--- config.mk ---
export PLATFORM = sky130hd
export DESIGN_NAME = sand_update_engine
export DESIGN_NICKNAME = d
export VERILOG_FILES = /design/src/rtl/sand_pkg.sv /design/src/rtl/grid_scan_counter.sv /design/src/rtl/sand_update_engine.sv
export SDC_FILE = /design/constraint.sdc
export NUM_CORES = 1
export LEC_CHECK = 0
export ABC_AREA = 1
export CORE_ASPECT_RATIO = 0.6
export CORE_MARGIN = 2
export CORE_UTILIZATION = 30
export CTS_CLUSTER_DIAMETER = 60
export DETAILED_ROUTE_END_ITERATION = 10
export PLACE_DENSITY = 0.56
export RECOVER_POWER = 100
export SETUP_SLACK_MARGIN = 0.15
export SLEW_MARGIN = 10
export SYNTH_ARGS = -nofsm -noshare
export SYNTH_HDL_FRONTEND = slang
export SYNTH_SLANG_ARGS = --single-unit
--- constraint.sdc ---
create_clock -name clk_i -period 2 [get_ports clk_i]
set_input_delay 0.6 -clock clk_i [delete_from_list [all_inputs] [get_ports clk_i]]
set_output_delay 0.6 -clock clk_i [all_outputs]
set_load 0.02 [all_outputs]
--- src/rtl/sand_pkg.sv ---
// Shared cell codes and engine state type for the falling-sand update engine.
package sand_pkg;

  localparam int CELL_EMPTY = 0;
  localparam int CELL_SAND  = 1;

  typedef enum logic [2:0] {
    IDLE,
    RD_CUR,
    RD_BELOW,
    RD_DIAG_A,
    RD_DIAG_B,
    WR_DST,
    WR_SRC,
    DONE
  } state_t;

endpackage

--- src/rtl/grid_scan_counter.sv ---
// Column/row scan position for the sand engine: loads to the bottom-but-one
// row, then steps x across each row and y upward until row 0 is finished.
module grid_scan_counter
  import sand_pkg::*;
#(
  parameter int X_WIDTH = 4,
  parameter int Y_WIDTH = 4
) (
  input  logic               i_clk,
  input  logic               i_rst,
  input  logic               i_load,
  input  logic               i_step,
  output logic [X_WIDTH-1:0] o_x,
  output logic [Y_WIDTH-1:0] o_y,
  output logic               o_rowDone,
  output logic               o_frameDone
);

  localparam logic [X_WIDTH-1:0] X_MAX   = '1;
  // 2**Y_WIDTH-2: the bottom row has nowhere to fall, so scanning starts above it
  localparam logic [Y_WIDTH-1:0] Y_START = {{(Y_WIDTH-1){1'b1}}, 1'b0};

  logic [X_WIDTH-1:0] r_x;
  logic [Y_WIDTH-1:0] r_y;

  always_ff @(posedge i_clk or posedge i_rst) begin
    if (i_rst) begin
      r_x <= '0;
      r_y <= '0;
    end else if (i_load) begin
      r_x <= '0;
      r_y <= Y_START;
    end else if (i_step) begin
      if (o_rowDone) begin
        r_x <= '0;
        r_y <= r_y - Y_WIDTH'(1);
      end else begin
        r_x <= r_x + X_WIDTH'(1);
      end
    end
  end

  assign o_x         = r_x;
  assign o_y         = r_y;
  assign o_rowDone   = (r_x == X_MAX);
  assign o_frameDone = o_rowDone && (r_y == '0);

endmodule

--- src/rtl/sand_update_engine.sv ---
// Per-frame falling-sand physics: bottom-up scan moving each sand cell down.
// Optional macro SAND_DIAGONAL_EN adds diagonal slides with a per-frame side preference.
module sand_update_engine
  import sand_pkg::*;
#(
  parameter  int X_WIDTH    = 4,
  parameter  int Y_WIDTH    = 4,
  parameter  int DATA_WIDTH = 8,
  localparam int ADDR_WIDTH = X_WIDTH + Y_WIDTH
) (
  input  logic                  clk_i,
  input  logic                  rst_i,
  input  logic                  start_i,
  output logic                  busy_o,
  output logic                  done_o,
  output logic [ADDR_WIDTH-1:0] read_address_o,
  input  logic [DATA_WIDTH-1:0] read_data_i,
  output logic                  write_en_o,
  output logic [ADDR_WIDTH-1:0] write_address_o,
  output logic [DATA_WIDTH-1:0] write_data_o,
  output logic [ADDR_WIDTH:0]   move_count_o
);

  state_t                r_state;
  state_t                w_next;
  state_t                w_advState;
  logic                  w_load;
  logic                  w_step;
  logic [X_WIDTH-1:0]    w_x;
  logic [Y_WIDTH-1:0]    w_y;
  logic [Y_WIDTH-1:0]    w_yBelow;
  logic                  w_rowDone;
  logic                  w_frameDone;
  logic                  w_isSand;
  logic                  w_isEmpty;
  logic [ADDR_WIDTH-1:0] w_readAddr;
  logic [DATA_WIDTH-1:0] r_sandWord;
  logic [ADDR_WIDTH:0]   r_moveCount;
  logic [ADDR_WIDTH:0]   r_moveCountOut;
  logic                  r_writeEn;
  logic [ADDR_WIDTH-1:0] r_writeAddr;
  logic [DATA_WIDTH-1:0] r_writeData;

  grid_scan_counter #(
    .X_WIDTH(X_WIDTH),
    .Y_WIDTH(Y_WIDTH)
  ) u_scan (
    .i_clk      (clk_i),
    .i_rst      (rst_i),
    .i_load     (w_load),
    .i_step     (w_step),
    .o_x        (w_x),
    .o_y        (w_y),
    .o_rowDone  (w_rowDone),
    .o_frameDone(w_frameDone)
  );

  assign w_yBelow   = w_y + Y_WIDTH'(1);
  assign w_isSand   = (read_data_i == DATA_WIDTH'(CELL_SAND));
  assign w_isEmpty  = (read_data_i == DATA_WIDTH'(CELL_EMPTY));
  assign w_advState = w_frameDone ? DONE : RD_CUR;

`ifdef SAND_DIAGONAL_EN
  logic               r_preferRight;
  logic [X_WIDTH-1:0] w_xPref;
  logic [X_WIDTH-1:0] w_xOther;
  logic               w_leftOk;
  logic               w_rightOk;
  logic               w_prefOk;
  logic               w_otherOk;

  // Edge columns have no neighbour on one side; such diagonals count as occupied
  assign w_leftOk  = (w_x != '0);
  assign w_rightOk = !w_rowDone;
  assign w_xPref   = r_preferRight ? (w_x + X_WIDTH'(1)) : (w_x - X_WIDTH'(1));
  assign w_xOther  = r_preferRight ? (w_x - X_WIDTH'(1)) : (w_x + X_WIDTH'(1));
  assign w_prefOk  = r_preferRight ? w_rightOk : w_leftOk;
  assign w_otherOk = r_preferRight ? w_leftOk  : w_rightOk;

  always_ff @(posedge clk_i or posedge rst_i) begin
    if (rst_i) begin
      r_preferRight <= 1'b0;
    end else if (r_state == DONE) begin
      r_preferRight <= !r_preferRight;
    end
  end
`else
  logic w_unusedRowDone;
  assign w_unusedRowDone = w_rowDone;
`endif

  always_ff @(posedge clk_i or posedge rst_i) begin
    if (rst_i) begin
      r_state <= IDLE;
    end else begin
      r_state <= w_next;
    end
  end

  always_comb begin
    w_next     = r_state;
    w_load     = 1'b0;
    w_step     = 1'b0;
    w_readAddr = '0;
    case (r_state)
      IDLE: begin
        if (start_i) begin
          w_load = 1'b1;
          w_next = RD_CUR;
        end
      end
      RD_CUR: begin
        w_readAddr = {w_y, w_x};
        if (w_isSand) begin
          w_next = RD_BELOW;
        end else begin
          w_step = 1'b1;
          w_next = w_advState;
        end
      end
      RD_BELOW: begin
        w_readAddr = {w_yBelow, w_x};
        if (w_isEmpty) begin
          w_next = WR_DST;
        end
`ifdef SAND_DIAGONAL_EN
        else if (w_prefOk) begin
          w_next = RD_DIAG_A;
        end else if (w_otherOk) begin
          w_next = RD_DIAG_B;
        end
`endif
        else begin
          w_step = 1'b1;
          w_next = w_advState;
        end
      end
`ifdef SAND_DIAGONAL_EN
      RD_DIAG_A: begin
        w_readAddr = {w_yBelow, w_xPref};
        if (w_isEmpty) begin
          w_next = WR_DST;
        end else if (w_otherOk) begin
          w_next = RD_DIAG_B;
        end else begin
          w_step = 1'b1;
          w_next = w_advState;
        end
      end
      RD_DIAG_B: begin
        w_readAddr = {w_yBelow, w_xOther};
        if (w_isEmpty) begin
          w_next = WR_DST;
        end else begin
          w_step = 1'b1;
          w_next = w_advState;
        end
      end
`endif
      WR_DST: begin
        w_next = WR_SRC;
      end
      WR_SRC: begin
        w_step = 1'b1;
        w_next = w_advState;
      end
      DONE: begin
        w_next = IDLE;
      end
      default: begin
        w_next = IDLE;
      end
    endcase
  end

  // The write port is registered: the destination is captured from the read
  // address that found it empty, so the write lands one cycle later.
  always_ff @(posedge clk_i or posedge rst_i) begin
    if (rst_i) begin
      r_sandWord     <= '0;
      r_writeEn      <= 1'b0;
      r_writeAddr    <= '0;
      r_writeData    <= '0;
      r_moveCount    <= '0;
      r_moveCountOut <= '0;
    end else begin
      if ((r_state == RD_CUR) && w_isSand) begin
        r_sandWord <= read_data_i;
      end
      r_writeEn <= (w_next == WR_DST) || (w_next == WR_SRC);
      if (w_next == WR_DST) begin
        r_writeAddr <= w_readAddr;
        r_writeData <= r_sandWord;
      end else if (w_next == WR_SRC) begin
        r_writeAddr <= {w_y, w_x};
        r_writeData <= DATA_WIDTH'(CELL_EMPTY);
      end else begin
        r_writeAddr <= '0;
        r_writeData <= '0;
      end
      if (r_state == WR_SRC) begin
        r_moveCount <= r_moveCount + (ADDR_WIDTH+1)'(1);
      end else if (r_state == DONE) begin
        r_moveCountOut <= r_moveCount;
        r_moveCount    <= '0;
      end
    end
  end

  assign busy_o          = (r_state != IDLE);
  assign done_o          = (r_state == DONE);
  assign read_address_o  = w_readAddr;
  assign write_en_o      = r_writeEn;
  assign write_address_o = r_writeAddr;
  assign write_data_o    = r_writeData;
  assign move_count_o    = r_moveCountOut;

endmodule
==> results.json, run 1 <==
{
  "status": "complete, but fails checks",
  "violations": "negative setup slack",
  "fin_cells": 508,
  "ctsLongestPathBuffers": 2,
  "placed_area_um2": 3400,
  "worst_pin_slew_ps": 587,
  "clock_sinks": 54,
  "vias": 2247,
  "vias_per_cell": 4.42,
  "grt_usage_pct": 15.4,
  "ys_seq_elements": 54,
  "die_w_um": 122,
  "crit_type": "flop to primary output",
  "dp.final_hpwl_um": 4740,
  "synth_nets": 311,
  "ant_nets": 0,
  "post-place-cells": 484,
  "hold_ws_ps": 476,
  "routedWlPerCell_um": 13.0,
  "cts_buffers": 5,
  "initial_core_util_pct": 31.3,
  "period_share_pct": 102,
  "htree_levels": 2,
  "finalMaxSlewViolations": 0,
  "final_common_cell": "nand2_1",
  "clk_pin_slew_ps": 70,
  "finalClockSkew_ps": 6.80,
  "insertion_delay_ps": 290,
  "grt_max_degree": 19,
  "worstSetupEndpointType": "primary output",
  "fin_util_pct": 48.7,
  "ys_seq_area_share_pct": 54.1,
  "leakage_nw": 2.22,
  "io_buffers": 46,
  "wl_um": 6580,
  "slew_headroom_pct": 60.7,
  "root_buffer": "clkbuf_16",
  "grt-ovfl-total": 0,
  "drc_errors": 0,
  "ioPinCount": 47,
  "worstSetupStartpointType": "flop",
  "maxCapViolCount": 0,
  "worst_slack_ps": -33.4,
  "syn_inst": 295,
  "cts_hold_buf": 0,
  "layout.nets": 415,
  "stdcell_area_um2": 3890,
  "cp.required_ps": 1400,
  "ir_drop_v": 0.000755,
  "area_growth_pct": 55.6,
  "critical_path_arrival_ps": 1430,
  "rsz0062_at_grt": "true",
  "dieHeight_um": 74.7,
  "setup_viol": 5,
  "antenna_found_initial": 0,
  "drtPass1Iterations": 4,
  "core_um2": 7980,
  "dieArea_um2": 9100,
  "grt_pass1_wl_um": 10700,
  "hold_path_class": "flop to flop",
  "crit_path_max_fanout": 3,
  "drive_above_1_share_pct": 31.8,
  "cts_tree": "built",
  "ys_types": 24,
  "std_cell_rows": 25,
  "antenna_cells": 0,
  "ys_warn_count": 0,
  "period_needed_ps": 2030,
  "syn_area_um2": 2500,
  "final_cell_mix": "nand2_1 (65), dfrtp_1 (51), buf_4 (45)",
  "finalHoldViolCount": 0,
  "gp_congestion": 0.840,
  "drtIter0Drc": 192,
  "grt_pass1_vias": 2105,
  "powerDensity_nw_per_um2": 1170,
  "clock.fmax_ghz": 0.492,
  "synth_area_per_cell_um2": 8.47
}
-- sequential cells by signal, indices dropped and copies added (netlist names) --
name and count:
write_en_o 1, r_sandWord 8, u_scan.o_x 4, write_address_o 8, write_data_o 8, r_state 3, r_moveCount 9, move_count_o 9
u_scan.o_y 4
-- repair_timing --
action	4_1_cts	5_1_grt
pin swaps	11	22
resized for setup	95	58
cloned	2	0
buffers inserted	7	7
setup endpoints to repair	30	43
-- worst paths after layout --
path,start,end,cells after the start,slack [ps]
hold reg to reg,r_sandWord[0]$_DFFE_PP0P_,r_sandWord[0]$_DFFE_PP0P_,2,480
max in group asynchronous,rst_i,u_scan.o_y[0]$_DFFE_PP0P_,3,340
setup / recovery,r_state[1]$_DFF_PP0_,read_address_o[7],5,-30
hold / removal,r_sandWord[0]$_DFFE_PP0P_,r_sandWord[0]$_DFFE_PP0P_,2,480
min in group asynchronous,rst_i,write_data_o[2]$_DFF_PP0_,2,790
setup reg to reg,r_state[1]$_DFF_PP0_,write_address_o[7]$_DFF_PP0_,12,250
-- critical path, cell delays in order, from the launching register on --
cell and delay [ps]:
dfrtp_2 450, nor3_4 220, buf_4 150, nand2_1 60
o21ai_2 100, buf_6 150
-- routing by layer --
metal	routed length, um	up-vias	GRT usage (%)	share of wire [%]
met3	383	2	3.79	5.8
met1	3550	1043	24.9	54
li1	-	1150	-	-
met4	11	0	2.30	0.17
met5	0	-	0	0
met2	2640	52	20.9	40
-- where the power goes --
part	internal, mW	total (mW)	switching (mW)	leakage [nW]
Sequential	1.26	1.39	0.122	0.691
Clock	0.504	0.915	0.411	0.0770
Combinational	1.03	2.27	1.23	1.45
-- Yosys cell counts (all sizes together) --
library cell,n,area (um2)
nand2,77,297
dfrtp,54,1350
inv,49,184
nor2,38,158
o21ai,26,130
nand3,18,120
nand4,9,62.6
ha,5,62.6
o22ai,5,31.3
xnor2,3,26.3
xor2,3,26.3
nor3,2,15.0
o31ai,2,15.0
a21oi,1,5.00
a31oi,1,6.26
buf,1,5.00
clkbuf,1,3.75
-- layout make-up --
| cell class | count | area (um2) |
|---|---|---|
| fill | 735 | 4090 |
| sequential | 54 | 1360 |
| multi-input combinational | 192 | 1150 |
| timing repair buffer | 97 | 897 |
| inverter | 49 | 198 |
| clock buffer | 6 | 139 |
| tap | 108 | 135 |
| clock inverter | 2 | 17.5 |
-- cell families (layout without fill, tap and decap cells) --
| family | after synthesis | count (layout) | synth area share, % |
|---|---|---|---|
| buf+inv | 51 | 154 | 7.71 |
| flops | 54 | 54 | 54.1 |
| simple gates | 144 | 146 | 26.1 |
| fa+ha+maj | 5 | 5 | 2.50 |
| xor+xnor | 6 | 6 | 2.10 |
| compound gates | 35 | 35 | 7.51 |
-- through the flow --
stage | power, mW | setup TNS, ps | worst slack [ps]
after floorplan | 2.36 | -30.0 | -15.0
after global placement | 3.22 | -4660 | -228
after detailed placement | 3.24 | -6180 | -289
after CTS | 4.34 | -180 | -37.4
after global routing | 4.86 | -680 | -105
final | 4.57 | -120 | -33.4
Power figures use the tool's default switching activity.
==> run 2, diff against run 1 <==
- ABC_CLOCK_PERIOD_IN_PS: default -> 2000
==> results of run 2 <==
Final layout, timing and power as in run 1 (identical DEF).
==> run 3, diff against run 2 <==
- CELL_PAD_IN_SITES_DETAIL_PLACEMENT: default -> 1
- CELL_PAD_IN_SITES_GLOBAL_PLACEMENT: default -> 1
- PLACE_DENSITY: 0.56 -> 0.7
==> run 3 against run 2 <==
The flow still finishes with violations (negative setup slack). Via count up 5.4%. Clock skew down 2.2 ps. Critical path type unchanged. Highest routed layer unchanged. Maximum frequency down 2.9%. Largest cell class unchanged.
==> results.json, run 3 (synthesized netlist as in run 1, its figures left out) <==
{
  "initial_core_util_pct": 31.3,
  "worstSetupStartpointType": "flop",
  "core_um2": 7980,
  "vias": 2369,
  "final_common_cell": "nand2_1",
  "status": "complete, but fails checks",
  "clock_sinks": 54,
  "crit_type": "flop to primary output",
  "htree_levels": 2,
  "r2r_slack_ps": 170,
  "layout.nets": 410,
  "drtPass1Iterations": 4,
  "critical_path_arrival_ps": 1490,
  "routedWlPerCell_um": 15.5,
  "antenna_cells": 0,
  "cts_tree": "built",
  "hold_path_class": "flop to flop",
  "cp.required_ps": 1400,
  "stdcell_area_um2": 3790,
  "insertion_delay_ps": 300,
  "dieHeight_um": 74.7,
  "powerDensity_nw_per_um2": 1250,
  "worstSetupEndpointType": "primary output",
  "ir_drop_v": 0.000499,
  "area_growth_pct": 51.6,
  "clock.fmax_ghz": 0.478,
  "wl_um": 7790,
  "period_needed_ps": 2090,
  "rsz0062_at_grt": "true",
  "grt_max_degree": 55,
  "dp.final_hpwl_um": 5190,
  "clk_pin_slew_ps": 70,
  "gp_congestion": 0.823,
  "worst_slack_ps": -93.6,
  "finalClockSkew_ps": 4.56,
  "drc_errors": 0,
  "tns_ps": -486,
  "finalMaxSlewViolations": 0,
  "p_sw_mw": 1.89,
  "grt_usage_pct": 16.6,
  "swShare_pct": 39.8,
  "root_buffer": "clkbuf_16",
  "slew_headroom_pct": 50.0,
  "grt_pass1_vias": 2298,
  "vias_per_cell": 4.71,
  "internal-power_mw": 2.86,
  "maxCapViolCount": 0,
  "period_share_pct": 105,
  "seq_power_share_pct": 29.5,
  "worst_pin_slew_ps": 751,
  "ioPinCount": 47,
  "grt-ovfl-total": 0,
  "grt_pass1_wl_um": 11400,
  "die_w_um": 122,
  "ctsLongestPathBuffers": 2,
  "violations": "negative setup slack",
  "setup_viol": 9,
  "placed_area_um2": 3330,
  "antenna_found_initial": 0,
  "crit_path_max_fanout": 4,
  "drive_above_1_share_pct": 31.1,
  "final_cell_mix": "nand2_1 (60), dfrtp_1 (51), inv_1 (41)",
  "ant_nets": 0,
  "finalHoldViolCount": 0,
  "leakage_nw": 2.00,
  "hold_ws_ps": 481,
  "drtIter0Drc": 164,
  "std_cell_rows": 25,
  "pwr-share-comb_pct": 50.9,
  "clockPowerShare_pct": 19.6,
  "cts_buffers": 5,
  "io_buffers": 46,
  "dieArea_um2": 9100
}
==> run 3: what timing repair did <==
action | 4_1_cts | 5_1_grt
setup endpoints to repair | 40 | 39
gates cloned | 0 | 1
buffers inserted | 8 | 11
gates resized for setup | 104 | 52
hold buffers | 0 | 0
pin swaps | 8 | 22
==> run 3: stage by stage <==
stage / util (%) / power (mW) / worst slack, ps / cells
after floorplan: - / 2.36 / -15.0 / 295
after global placement: 41.8 / 3.16 / -232 / 475
after detailed placement: 41.8 / 3.22 / -284 / 475
after CTS: 45.7 / 4.42 / -65.9 / 491
after global routing: 47.5 / 5.01 / -145 / 503
final: 47.5 / 4.74 / -93.6 / 503
==> run 3: final cells by class <==
class / instances / area (um2)
Clock inverter: 2 / 16.3
Fill cell: 950 / 4190
Sequential cell: 54 / 1360
Clock buffer: 6 / 139
Multi-Input combinational cell: 191 / 1160
Inverter: 49 / 190
Timing Repair Buffer: 93 / 788
Tap cell: 108 / 135
==> run 3: worst paths after layout <==
path | startpoint | endpoint | cells past startpoint
worst min register to register | move_count_o[3]$_DFFE_PP0P_ | move_count_o[3]$_DFFE_PP0P_ | 2
min in group asynchronous | rst_i | write_data_o[1]$_DFF_PP0_ | 3
worst min-delay path | move_count_o[3]$_DFFE_PP0P_ | move_count_o[3]$_DFFE_PP0P_ | 2
worst max-delay path | r_state[1]$_DFF_PP0_ | read_address_o[1] | 6
worst max register to register | r_state[2]$_DFF_PP0_ | write_en_o$_DFF_PP0_ | 10
max in group asynchronous | rst_i | u_scan.o_y[2]$_DFFE_PP0P_ | 3
==> run 3: power by group through the flow <==
stage | clock network [mW] | logic, mW | registers (mW)
after floorplan | 0 | 0.905 | 1.45
after global placement | 0 | 1.77 | 1.40
after detailed placement | 0 | 1.81 | 1.41
after CTS | 0.932 | 2.10 | 1.39
after global routing | 0.996 | 2.59 | 1.42
final | 0.928 | 2.42 | 1.40
==> run 3: worst max-delay path, cell delays in order, from the launching register on <==
cell	delay, ps
dfrtp_2	450
nor3_4	240
inv_2	100
nand2_2	100
inv_4	70
nor2_4	100
buf_6	130
==> run 3: routing by layer <==
layer  track usage, %  wire (um)  up-vias
li1                 -          -     1138
met1             23.6       3850     1164
met2             26.3       3510       53
met3             3.79        310       14
met4             3.96        116        0
met5                0          0        -
